## src/rtl/jtag_tap_oversampled.sv

```systemverilog
// JTAG TAP responder oversampled on clk_i: 16-state controller, 5-bit IR,
// BYPASS / IDCODE / CONFREG data registers.
// Optional USERREG (IR 5'b01000, 32-bit) when JTAG_TAP_USERREG_EN is defined.
module jtag_tap_oversampled #(
  parameter logic [31:0] IDCODE_VAL = 32'h249511C3,
  parameter int unsigned IR_WIDTH   = 5,
  parameter logic [8:0]  CONF_RST   = 9'h000
) (
  input  logic        clk_i,
  input  logic        rst_n,
  input  logic        jtag_tck_i,
  input  logic        jtag_trst_ni,
  input  logic        jtag_tms_i,
  input  logic        jtag_tdi_i,
  output logic        jtag_tdo_o,
  output logic [8:0]  conf_reg_o,
  output logic        conf_upd_o,
  output logic        tlr_o
`ifdef JTAG_TAP_USERREG_EN
  ,
  input  logic [31:0] user_reg_i,
  output logic [31:0] user_reg_o,
  output logic        user_upd_o
`endif
);

  localparam int unsigned DR_W = 32;

  localparam logic [IR_WIDTH-1:0] IR_IDCODE  = IR_WIDTH'(5'b00001);
  localparam logic [IR_WIDTH-1:0] IR_CONFREG = IR_WIDTH'(5'b00110);
  localparam logic [IR_WIDTH-1:0] IR_BYPASS  = IR_WIDTH'(5'b11111);
  localparam logic [IR_WIDTH-1:0] IR_CAPTURE = IR_WIDTH'(5'b00101);
`ifdef JTAG_TAP_USERREG_EN
  localparam logic [IR_WIDTH-1:0] IR_USERREG = IR_WIDTH'(5'b01000);
`endif

  typedef enum logic [3:0] {
    TLR, RTI,
    SEL_DR, CAP_DR, SH_DR, EX1_DR, PA_DR, EX2_DR, UPD_DR,
    SEL_IR, CAP_IR, SH_IR, EX1_IR, PA_IR, EX2_IR, UPD_IR
  } tap_state_e;

  typedef enum logic [1:0] {SEL_BYP, SEL_IDC, SEL_CONF, SEL_USER} dr_sel_e;

  logic [2:0]          tck_sync;
  logic [1:0]          tms_sync, tdi_sync, trst_sync;
  logic                tck_rise_q, tck_fall_q, tms_q, tdi_q;
  logic                trst_act;

  tap_state_e          state_q, state_nxt;
  logic [IR_WIDTH-1:0] ir_q, ir_shift_q;
  logic [DR_W-1:0]     dr_shift_q, dr_cap_c, dr_shf_c;
  dr_sel_e             dr_sel;
  logic [8:0]          conf_q;
  logic                conf_upd_q, tdo_q, tlr_q;
`ifdef JTAG_TAP_USERREG_EN
  logic [31:0]         user_q;
  logic                user_upd_q;
`endif

  // Pin synchronisers; edges come from the 3rd delayed TCK copy, TMS/TDI aligned to them
  always_ff @(posedge clk_i or negedge rst_n) begin
    if (!rst_n) begin
      tck_sync   <= '0;
      tms_sync   <= '0;
      tdi_sync   <= '0;
      trst_sync  <= '0;
      tck_rise_q <= 1'b0;
      tck_fall_q <= 1'b0;
      tms_q      <= 1'b0;
      tdi_q      <= 1'b0;
    end else begin
      tck_sync   <= {tck_sync[1:0], jtag_tck_i};
      tms_sync   <= {tms_sync[0], jtag_tms_i};
      tdi_sync   <= {tdi_sync[0], jtag_tdi_i};
      trst_sync  <= {trst_sync[0], jtag_trst_ni};
      tck_rise_q <= tck_sync[1] & ~tck_sync[2];
      tck_fall_q <= ~tck_sync[1] & tck_sync[2];
      tms_q      <= tms_sync[1];
      tdi_q      <= tdi_sync[1];
    end
  end

  assign trst_act = ~trst_sync[1];

  // IEEE 1149.1 TMS-driven state transitions
  always_comb begin
    state_nxt = state_q;
    case (state_q)
      TLR:     state_nxt = tms_q ? TLR    : RTI;
      RTI:     state_nxt = tms_q ? SEL_DR : RTI;
      SEL_DR:  state_nxt = tms_q ? SEL_IR : CAP_DR;
      CAP_DR:  state_nxt = tms_q ? EX1_DR : SH_DR;
      SH_DR:   state_nxt = tms_q ? EX1_DR : SH_DR;
      EX1_DR:  state_nxt = tms_q ? UPD_DR : PA_DR;
      PA_DR:   state_nxt = tms_q ? EX2_DR : PA_DR;
      EX2_DR:  state_nxt = tms_q ? UPD_DR : SH_DR;
      UPD_DR:  state_nxt = tms_q ? SEL_DR : RTI;
      SEL_IR:  state_nxt = tms_q ? TLR    : CAP_IR;
      CAP_IR:  state_nxt = tms_q ? EX1_IR : SH_IR;
      SH_IR:   state_nxt = tms_q ? EX1_IR : SH_IR;
      EX1_IR:  state_nxt = tms_q ? UPD_IR : PA_IR;
      PA_IR:   state_nxt = tms_q ? EX2_IR : PA_IR;
      EX2_IR:  state_nxt = tms_q ? UPD_IR : SH_IR;
      UPD_IR:  state_nxt = tms_q ? SEL_DR : RTI;
      default: state_nxt = TLR;
    endcase
  end

  // Instruction decode; unknown codes fall back to BYPASS
  always_comb begin
    dr_sel = SEL_BYP;
    case (ir_q)
      IR_IDCODE:  dr_sel = SEL_IDC;
      IR_CONFREG: dr_sel = SEL_CONF;
      IR_BYPASS:  dr_sel = SEL_BYP;
`ifdef JTAG_TAP_USERREG_EN
      IR_USERREG: dr_sel = SEL_USER;
`endif
      default:    dr_sel = SEL_BYP;
    endcase
  end

  // Capture value and one-step shift of the selected DR (TDI enters at its MSB)
  always_comb begin
    dr_cap_c = '0;
    dr_shf_c = {31'b0, tdi_q};
    case (dr_sel)
      SEL_IDC: begin
        dr_cap_c = IDCODE_VAL;
        dr_shf_c = {tdi_q, dr_shift_q[31:1]};
      end
      SEL_CONF: begin
        dr_cap_c = 32'(conf_q);
        dr_shf_c = {23'b0, tdi_q, dr_shift_q[8:1]};
      end
`ifdef JTAG_TAP_USERREG_EN
      SEL_USER: begin
        dr_cap_c = user_reg_i;
        dr_shf_c = {tdi_q, dr_shift_q[31:1]};
      end
`endif
      default: ;
    endcase
  end

  // TAP state, shift paths on TCK rise; TDO and updates on TCK fall
  always_ff @(posedge clk_i or negedge rst_n) begin
    if (!rst_n) begin
      state_q    <= TLR;
      ir_q       <= IR_IDCODE;
      ir_shift_q <= '0;
      dr_shift_q <= '0;
      conf_q     <= CONF_RST;
      conf_upd_q <= 1'b0;
      tdo_q      <= 1'b0;
      tlr_q      <= 1'b1;
`ifdef JTAG_TAP_USERREG_EN
      user_q     <= '0;
      user_upd_q <= 1'b0;
`endif
    end else begin
      conf_upd_q <= 1'b0;
`ifdef JTAG_TAP_USERREG_EN
      user_upd_q <= 1'b0;
`endif
      if (trst_act) begin
        state_q <= TLR;
        ir_q    <= IR_IDCODE;
        tlr_q   <= 1'b1;
        tdo_q   <= 1'b0;
      end else begin
        if (tck_rise_q) begin
          state_q <= state_nxt;
          tlr_q   <= (state_nxt == TLR);
          case (state_q)
            TLR:     ir_q       <= IR_IDCODE;
            CAP_IR:  ir_shift_q <= IR_CAPTURE;
            SH_IR:   ir_shift_q <= {tdi_q, ir_shift_q[IR_WIDTH-1:1]};
            CAP_DR:  dr_shift_q <= dr_cap_c;
            SH_DR:   dr_shift_q <= dr_shf_c;
            default: ;
          endcase
        end
        if (tck_fall_q) begin
          if (state_q == SH_DR)      tdo_q <= dr_shift_q[0];
          else if (state_q == SH_IR) tdo_q <= ir_shift_q[0];
          else                       tdo_q <= 1'b0;
          if (state_q == UPD_IR) ir_q <= ir_shift_q;
          if (state_q == UPD_DR && dr_sel == SEL_CONF) begin
            conf_q     <= dr_shift_q[8:0];
            conf_upd_q <= 1'b1;
          end
`ifdef JTAG_TAP_USERREG_EN
          if (state_q == UPD_DR && dr_sel == SEL_USER) begin
            user_q     <= dr_shift_q;
            user_upd_q <= 1'b1;
          end
`endif
        end
      end
    end
  end

  assign jtag_tdo_o = tdo_q;
  assign conf_reg_o = conf_q;
  assign conf_upd_o = conf_upd_q;
  assign tlr_o      = tlr_q;
`ifdef JTAG_TAP_USERREG_EN
  assign user_reg_o = user_q;
  assign user_upd_o = user_upd_q;
`endif

endmodule

```

## config.mk

```make
export PLATFORM = sky130hd
export DESIGN_NAME = jtag_tap_oversampled
export DESIGN_NICKNAME = d
export VERILOG_FILES = /design/src/rtl/jtag_tap_oversampled.sv
export SDC_FILE = /design/constraint.sdc
export NUM_CORES = 1
export LEC_CHECK = 0
export BUFFER_PORTS_ARGS = -buffer_cell sky130_fd_sc_hd__buf_2
export CAP_MARGIN = 40
export CORE_MARGIN = 2
export CORE_UTILIZATION = 42
export DETAILED_ROUTE_END_ITERATION = 8
export PLACE_DENSITY = 0.67
export SLEW_MARGIN = 20
export SYNTH_ARGS = -nofsm -noshare
export SYNTH_HDL_FRONTEND = slang
export SYNTH_SLANG_ARGS = --single-unit
```

## constraint.sdc

```tcl
create_clock -name clk_i -period 2.32 [get_ports clk_i]
set_input_delay 0.232 -clock clk_i [delete_from_list [all_inputs] [get_ports clk_i]]
set_output_delay 0.232 -clock clk_i [all_outputs]
set_load 0.005 [all_outputs]
```

==> flow_summary.yaml, run 1 <==
cells_and_area:
  fillCellCount: 638
  multiInputGateArea_sq_um: 1290
  layout_commonest_cell: "dfrtp_1"
  register_area_sq_um: 1780
  num-nets-final: 343
  syn2layout_area_growth_pct: 15.8
  antennaDiodeCount: 0
  drive_above_1_share: 0.189
  layout_common_cells: "69 x dfrtp_1, 55 x nand2_1, 36 x o21ai_0, 17 x buf_2, 14 x nor2_1"
clocking:
  path_clk_slew_ns: 0.08
  cts_buffers: 9
  cts_tree: "built"
  clockBufferDepth: 2
  post_cts_buffers: 0
  ctsHoldBuffers: 5
  clk_latency_ns: 0.35
  cts-htree-levels: 3
  post_cts_resized: 0
  cts_root_buf: "clkbuf_8"
  clkSinkCount: 71
hold_path:
  min-delay-start: "tms_sync[1]"
  hold_end: "tms_q"
  min_path_cells: 0
  hold_path.class: "reg2reg"
critical_path:
  crit_type: "reg2reg"
  r2r_setup_slack_ns: 0.20
  crit_path_top_delay_cell: "dfrtp_1"
  crit_fanout: 10
  worstReg2RegStart: "ir_q[4]"
  arrival_ns: 2.35
  crit_chain: "nor2_1 -> nand3_1 -> or2_2 -> inv_1 -> ha_1 -> nand3_1 -> nor4_4 -> buf_4 -> mux2_2"
  cpMostUsedCell: "nand3_1"
  slowest_delay_ns: 0.39
  start_kind: "flop"
  cp.required_ns: 2.55
  end_kind: "flop"
  r2r_cells: 9
  r2r-end: "conf_reg_o[1]"
timing:
  setup_viol: 0
  period_needed_ns: 2.12
  slew-limit-headroom: 0.688
  tightest_slew_ns: 0.468
  rsz0062_at_grt: "no"
  slew_viol_final: 0
  fin_worst_skew_ns: 0.0117
  fmax_mhz: 472
  period_share: 0.914
  finalSetupTns_ns: 0
  hold_violations: 0
die:
  dieArea_sq_um: 8340
  dieWidth_microns: 91.3
  fp.dieH_microns: 91.3
  io_pins: 18
  num_rows: 31
  initial_utilization: 0.437
  core_area_sq_um: 7330
drt:
  dr.pass1.iters: 4
  ant_nets: 0
  drt_iter0_drc: 91
  viasPerCell: 5.35
  routed_wl_microns: 6100
  num_vias: 2342
  wl_per_cell_microns: 13.9
  route.detailed.drc: 0
yosys:
  synth-main-ff-cell: "dfrtp_1"
  seq_area_frac_synth: 0.556
  syn-cell-area_sq_um: 3200
  yosysWarnings: 0
  synth_edf_count: 0
  synth.distinct_cells: 45
  synth.avg_cell_area_sq_um: 10.2
  syn_nets: 322
  syn_inst: 313
  ys_ff_latch: 71
  async_reset_ff_frac: 1.00
power:
  power_leakage_uw: 0.00166
  p_per_area_nw_per_um2: 718
  fin_total_pwr_uw: 2660
  ir_drop_mv: 0.292
global_route:
  globalRouteTotalUtil: 0.159
  grt_overflow_total: 0
  antenna_found_initial: 0
  grt_pass1_wl_microns: 10600
  grt_max_degree: 72
  grt_pass1_vias: 2200
flow_run:
  maxCapViolations: 0
place:
  gp_congestion: 0.782
  dp_hpwl_microns: 3780
  port_buffers: 17
status:
  status: "finished clean"
[routing by layer]
layer,share of wire,vias to the layer above,GRT usage
li1,-,1145,-
met4,0.021,0,0.0745
met5,0,-,0
met1,0.49,1133,0.220
met3,0.035,14,0.0440
met2,0.46,50,0.231
[worst max-delay path, delay by kind of cell, from the launching register on]
family | cells | cell delay, ns
flops | 1 | 0.39
buf+inv | 2 | 0.29
simple gates | 5 | 0.82
fa+ha+maj | 1 | 0.16
mux | 1 | 0.35
[sequential cells by signal (all words and copies together) (netlist names), 2 cells and up]
name and cells:
ir_q 5, tdi_sync 2, tck_sync 3, dr_shift_q 32, trst_sync 2, conf_reg_o 9, tms_sync 2, state_q 4
ir_shift_q 5
[worst max path at each step]
stage                     startpoint       endpoint  slack [ns]  depth (start not counted)
after floorplan              ir_q[4]  conf_reg_o[0]        0.26                          8
after global placement       ir_q[4]  conf_reg_o[5]        0.30                          9
after detailed placement     ir_q[4]  conf_reg_o[5]        0.23                          9
after CTS                    ir_q[4]  conf_reg_o[1]        0.20                          9
after global routing         ir_q[4]  conf_reg_o[1]        0.04                          9
final                        ir_q[4]  conf_reg_o[1]        0.20                          9
[through the flow]
stage               std cells  instance area [sq um]   util  setup slack [ns]  hold WS (ns)
floorplan                 313                   3200      -             0.262       -0.0636
global placement          417                   3410  0.465             0.296         0.288
detailed placement        417                   3410  0.465             0.227         0.291
CTS                       438                   3710  0.506             0.196         0.339
global route              438                   3710  0.506            0.0442         0.351
finish                    438                   3710  0.506             0.200         0.335
[cell usage after synthesis, types with 2 or more instances]
master | count | area [sq um]
dfrtp_1 | 69 | 1730
nand2_1 | 55 | 206
o21ai_0 | 36 | 180
clkbuf_1 | 17 | 63.8
nor2_1 | 14 | 52.6
a21oi_1 | 13 | 65.1
mux2_2 | 10 | 113
a22o_1 | 9 | 78.8
nand3_1 | 9 | 45.0
inv_1 | 7 | 26.3
nor2b_1 | 6 | 37.5
o21a_1 | 5 | 37.5
o221ai_1 | 5 | 43.8
a22oi_1 | 4 | 30.0
buf_2 | 4 | 20.0
nor3_1 | 4 | 20.0
ha_1 | 3 | 37.5
mux2_4 | 3 | 45.0
nand2b_1 | 3 | 18.8
nand3b_1 | 3 | 22.5
a2111oi_0 | 2 | 17.5
a211oi_1 | 2 | 15.0
a2bb2oi_1 | 2 | 17.5
a31oi_1 | 2 | 12.5
buf_6 | 2 | 22.5
dfstp_2 | 2 | 52.6
o211ai_1 | 2 | 15.0
o22ai_1 | 2 | 12.5
or2_2 | 2 | 12.5
[power breakdown]
part | switching (uW) | internal (uW)
clock network | 474 | 746
logic | 78.4 | 49.6
registers | 31.9 | 1280
total | 584 | 2080
[area by class of cell]
| cell class | instances | area share |
|---|---|---|
| clock buffer | 11 | 0.0381 |
| sequential | 71 | 0.480 |
| inverter | 7 | 0.00709 |
| clock inverter | 5 | 0.0280 |
| tap | 99 | 0.0334 |
| timing repair buffer | 33 | 0.0655 |
| multi-input combinational | 212 | 0.348 |
[cell families (layout without fill, tap and decap cells)]
logic type               count (synthesis)  after routing  share of synthesized area
AO/OA/AOI/OAI                           91             91                      0.183
XOR/XNOR                                 1              1                    0.00274
adder cells (fa/ha/maj)                  3              3                     0.0117
buffers and inverters                   30             56                     0.0414
flip-flops                              71             71                      0.556
multiplexers                            13             13                     0.0492
AND/OR/NAND/NOR                        104            104                      0.156
Power figures use the tool's default switching activity.
==> run 2, diff against run 1 <==
--- a/config.mk
+++ b/config.mk
@@ -6,4 +6,5 @@
 export NUM_CORES = 1
 export LEC_CHECK = 0
+export ABC_AREA = 1
 export BUFFER_PORTS_ARGS = -buffer_cell sky130_fd_sc_hd__buf_2
 export CAP_MARGIN = 40
==> constraint.sdc (replaced) <==
create_clock -name clk_i -period 2.32 [get_ports clk_i]
set_input_delay 0.464 -clock clk_i [delete_from_list [all_inputs] [get_ports clk_i]]
set_output_delay 0.464 -clock clk_i [all_outputs]
set_load 0.005 [all_outputs]
==> flow_summary.yaml, run 2 <==
status:
  status: "finished clean"
global_route:
  grt_overflow_total: 0
  grt_pass1_wl_microns: 11300
  grt_max_degree: 37
  globalRouteTotalUtil: 0.167
  grt_pass1_vias: 2401
  antenna_found_initial: 0
drt:
  drt_iter0_drc: 117
  wl_per_cell_microns: 12.5
  ant_nets: 0
  num_vias: 2430
  routed_wl_microns: 6150
  route.detailed.drc: 0
  viasPerCell: 4.94
  dr.pass1.iters: 5
critical_path:
  worstReg2RegStart: "ir_q[4]"
  r2r_setup_slack_ns: 0.31
  start_kind: "flop"
  crit_fanout: 16
  arrival_ns: 2.23
  cp.required_ns: 2.54
  end_kind: "flop"
  r2r_cells: 9
  crit_chain: "nor2_1 -> nand4_1 -> inv_1 -> ha_1 -> inv_4 -> nor3_4 -> inv_2 -> nand2_1 -> o21ai_2"
  r2r-end: "conf_reg_o[3]"
  crit_type: "reg2reg"
  crit_path_top_delay_cell: "dfrtp_1"
  slowest_delay_ns: 0.40
clocking:
  cts_tree: "built"
  cts_buffers: 9
  post_cts_buffers: 0
  post_cts_resized: 0
  ctsHoldBuffers: 0
  cts_root_buf: "clkbuf_8"
  cts-htree-levels: 3
  clk_latency_ns: 0.33
  clkSinkCount: 71
  path_clk_slew_ns: 0.08
  clockBufferDepth: 2
die:
  initial_utilization: 0.439
  dieWidth_microns: 91.6
  num_rows: 31
  io_pins: 18
  core_area_sq_um: 7330
  dieArea_sq_um: 8380
  fp.dieH_microns: 91.6
timing:
  setup_viol: 0
  slew_viol_final: 0
  fmax_mhz: 498
  tightest_slew_ns: 0.577
  period_needed_ns: 2.01
  setup_ws_ns: 0.312
  hold_violations: 0
  finalSetupTns_ns: 0
  fin_worst_skew_ns: 0.00463
  rsz0062_at_grt: "no"
  slew-limit-headroom: 0.615
  period_share: 0.865
cells_and_area:
  layout_commonest_cell: "nand2_1"
  antennaDiodeCount: 0
  largest_reg_flops: 32
  num-nets-final: 397
  drive_above_1_share: 0.191
  top_register: "dr_shift_q"
  instances_no_fill: 492
  syn2layout_area_growth_pct: 12.8
  layout_common_cells: "97 x nand2_1, 69 x dfrtp_1, 32 x o21ai_1, 29 x nor2_1, 27 x inv_1"
power:
  switching_share: 0.208
  switching_power_uw: 516
  p_clk_frac: 0.463
  p_seq_frac: 0.510
  ir_drop_mv: 0.462
  p_per_area_nw_per_um2: 684
  power_leakage_uw: 0.00170
  internal_power_uw: 1970
  p_comb_frac: 0.027
yosys:
  synth-main-ff-cell: "dfrtp_1"
  synth.avg_cell_area_sq_um: 8.78
  yosysMostFrequentCell: "nand2_1"
  syn_nets: 376
  synth_top_cell_area_share: 0.536
  seq_area_frac_synth: 0.552
  synth_edf_count: 0
  syn_inst: 367
  yosysWarnings: 0
  async_reset_ff_frac: 1.00
  post-synth-top-area-cell: "dfrtp_1"
  synth.distinct_cells: 29
  netlist_top_cells_count: "97 x nand2_1, 69 x dfrtp_1, 32 x o21ai_1"
  ys_top_cells_by_area: "dfrtp_1 54%, nand2_1 11%, o21ai_1 5.0%"
  syn-cell-area_sq_um: 3220
  ys_ff_latch: 71
place:
  dpl_worst_slack_ns: 0.323
  port_buffers: 17
  placed_cells: 476
  dp_hpwl_microns: 4410
  gp_congestion: 0.881
hold_path:
  hold_path.class: "in2async"
flow_run:
  maxCapViolations: 0
[run 2: changes by cell type in the layout (fill, tap and decap cells not counted), moves of 11 or more]
cell,change
nand2_1,+42
inv_1,+20
a21oi_1,+11
o21ai_0,-29
o21ai_1,+32
nor2_1,+15
[run 2: cell type report]
| type | count | area, sq um |
|---|---|---|
| fill | 681 | 3700 |
| sequential | 71 | 1780 |
| multi-input combinational | 247 | 1220 |
| clock buffer | 12 | 165 |
| inverter | 39 | 151 |
| tap | 99 | 124 |
| timing repair buffer | 20 | 120 |
| clock inverter | 4 | 76.3 |
[run 2: routing by layer]
layer,up-vias,share of wire,GRT usage
li1,1227,-,-
met4,0,0.014,0.0568
met3,9,0.041,0.0340
met1,1143,0.48,0.233
met5,-,0,0
met2,51,0.46,0.259
[run 2: cell families (layout without fill, tap and decap cells)]
family,after synthesis,count (layout),share of synthesized area
simple gates,164,164,0.225
compound gates,80,80,0.141
buf+inv,49,75,0.0699
fa+ha+maj,3,3,0.0117
flops,71,71,0.552
[run 2: worst max-delay path by stage]
stage / end / cells past startpoint / from / slack, ns
after floorplan: dr_shift_q[12] / 10 / ir_q[0] / 0.62
after global placement: conf_reg_o[5] / 9 / ir_q[4] / 0.37
after detailed placement: conf_reg_o[3] / 9 / ir_q[4] / 0.32
after CTS: conf_reg_o[0] / 9 / ir_q[4] / 0.30
after global routing: conf_reg_o[3] / 9 / ir_q[4] / 0.03
final: conf_reg_o[3] / 9 / ir_q[4] / 0.31
[run 2: power by group through the flow]
stage                     Sequential (uW)  Clock, uW  Combinational [uW]
after detailed placement             1290          0                70.2
after global placement               1290          0                69.4
after floorplan                      1290          0                30.8
after global routing                 1270       1230                80.8
final                                1270       1150                67.7
after CTS                            1270       1170                70.5
[run 2: stage by stage]
stage          hold WS (ns)   util  cell area, sq um  power, uW
2_1_floorplan         0.168      -              3220       1320
3_3_place_gp          0.332  0.463              3390       1360
3_5_place_dp          0.336  0.463              3390       1360
4_1_cts               0.134  0.495              3630       2510
5_1_grt               0.170  0.495              3630       2580
6_report              0.123  0.495              3630       2490
[run 2: worst max-delay path, delay by kind of cell, from the launching register on]
family | cells | cell delay, ns
AO/OA/AOI/OAI | 1 | 0.06
adder cells (fa/ha/maj) | 1 | 0.38
buffers and inverters | 3 | 0.41
flip-flops | 1 | 0.40
AND/OR/NAND/NOR | 4 | 0.64
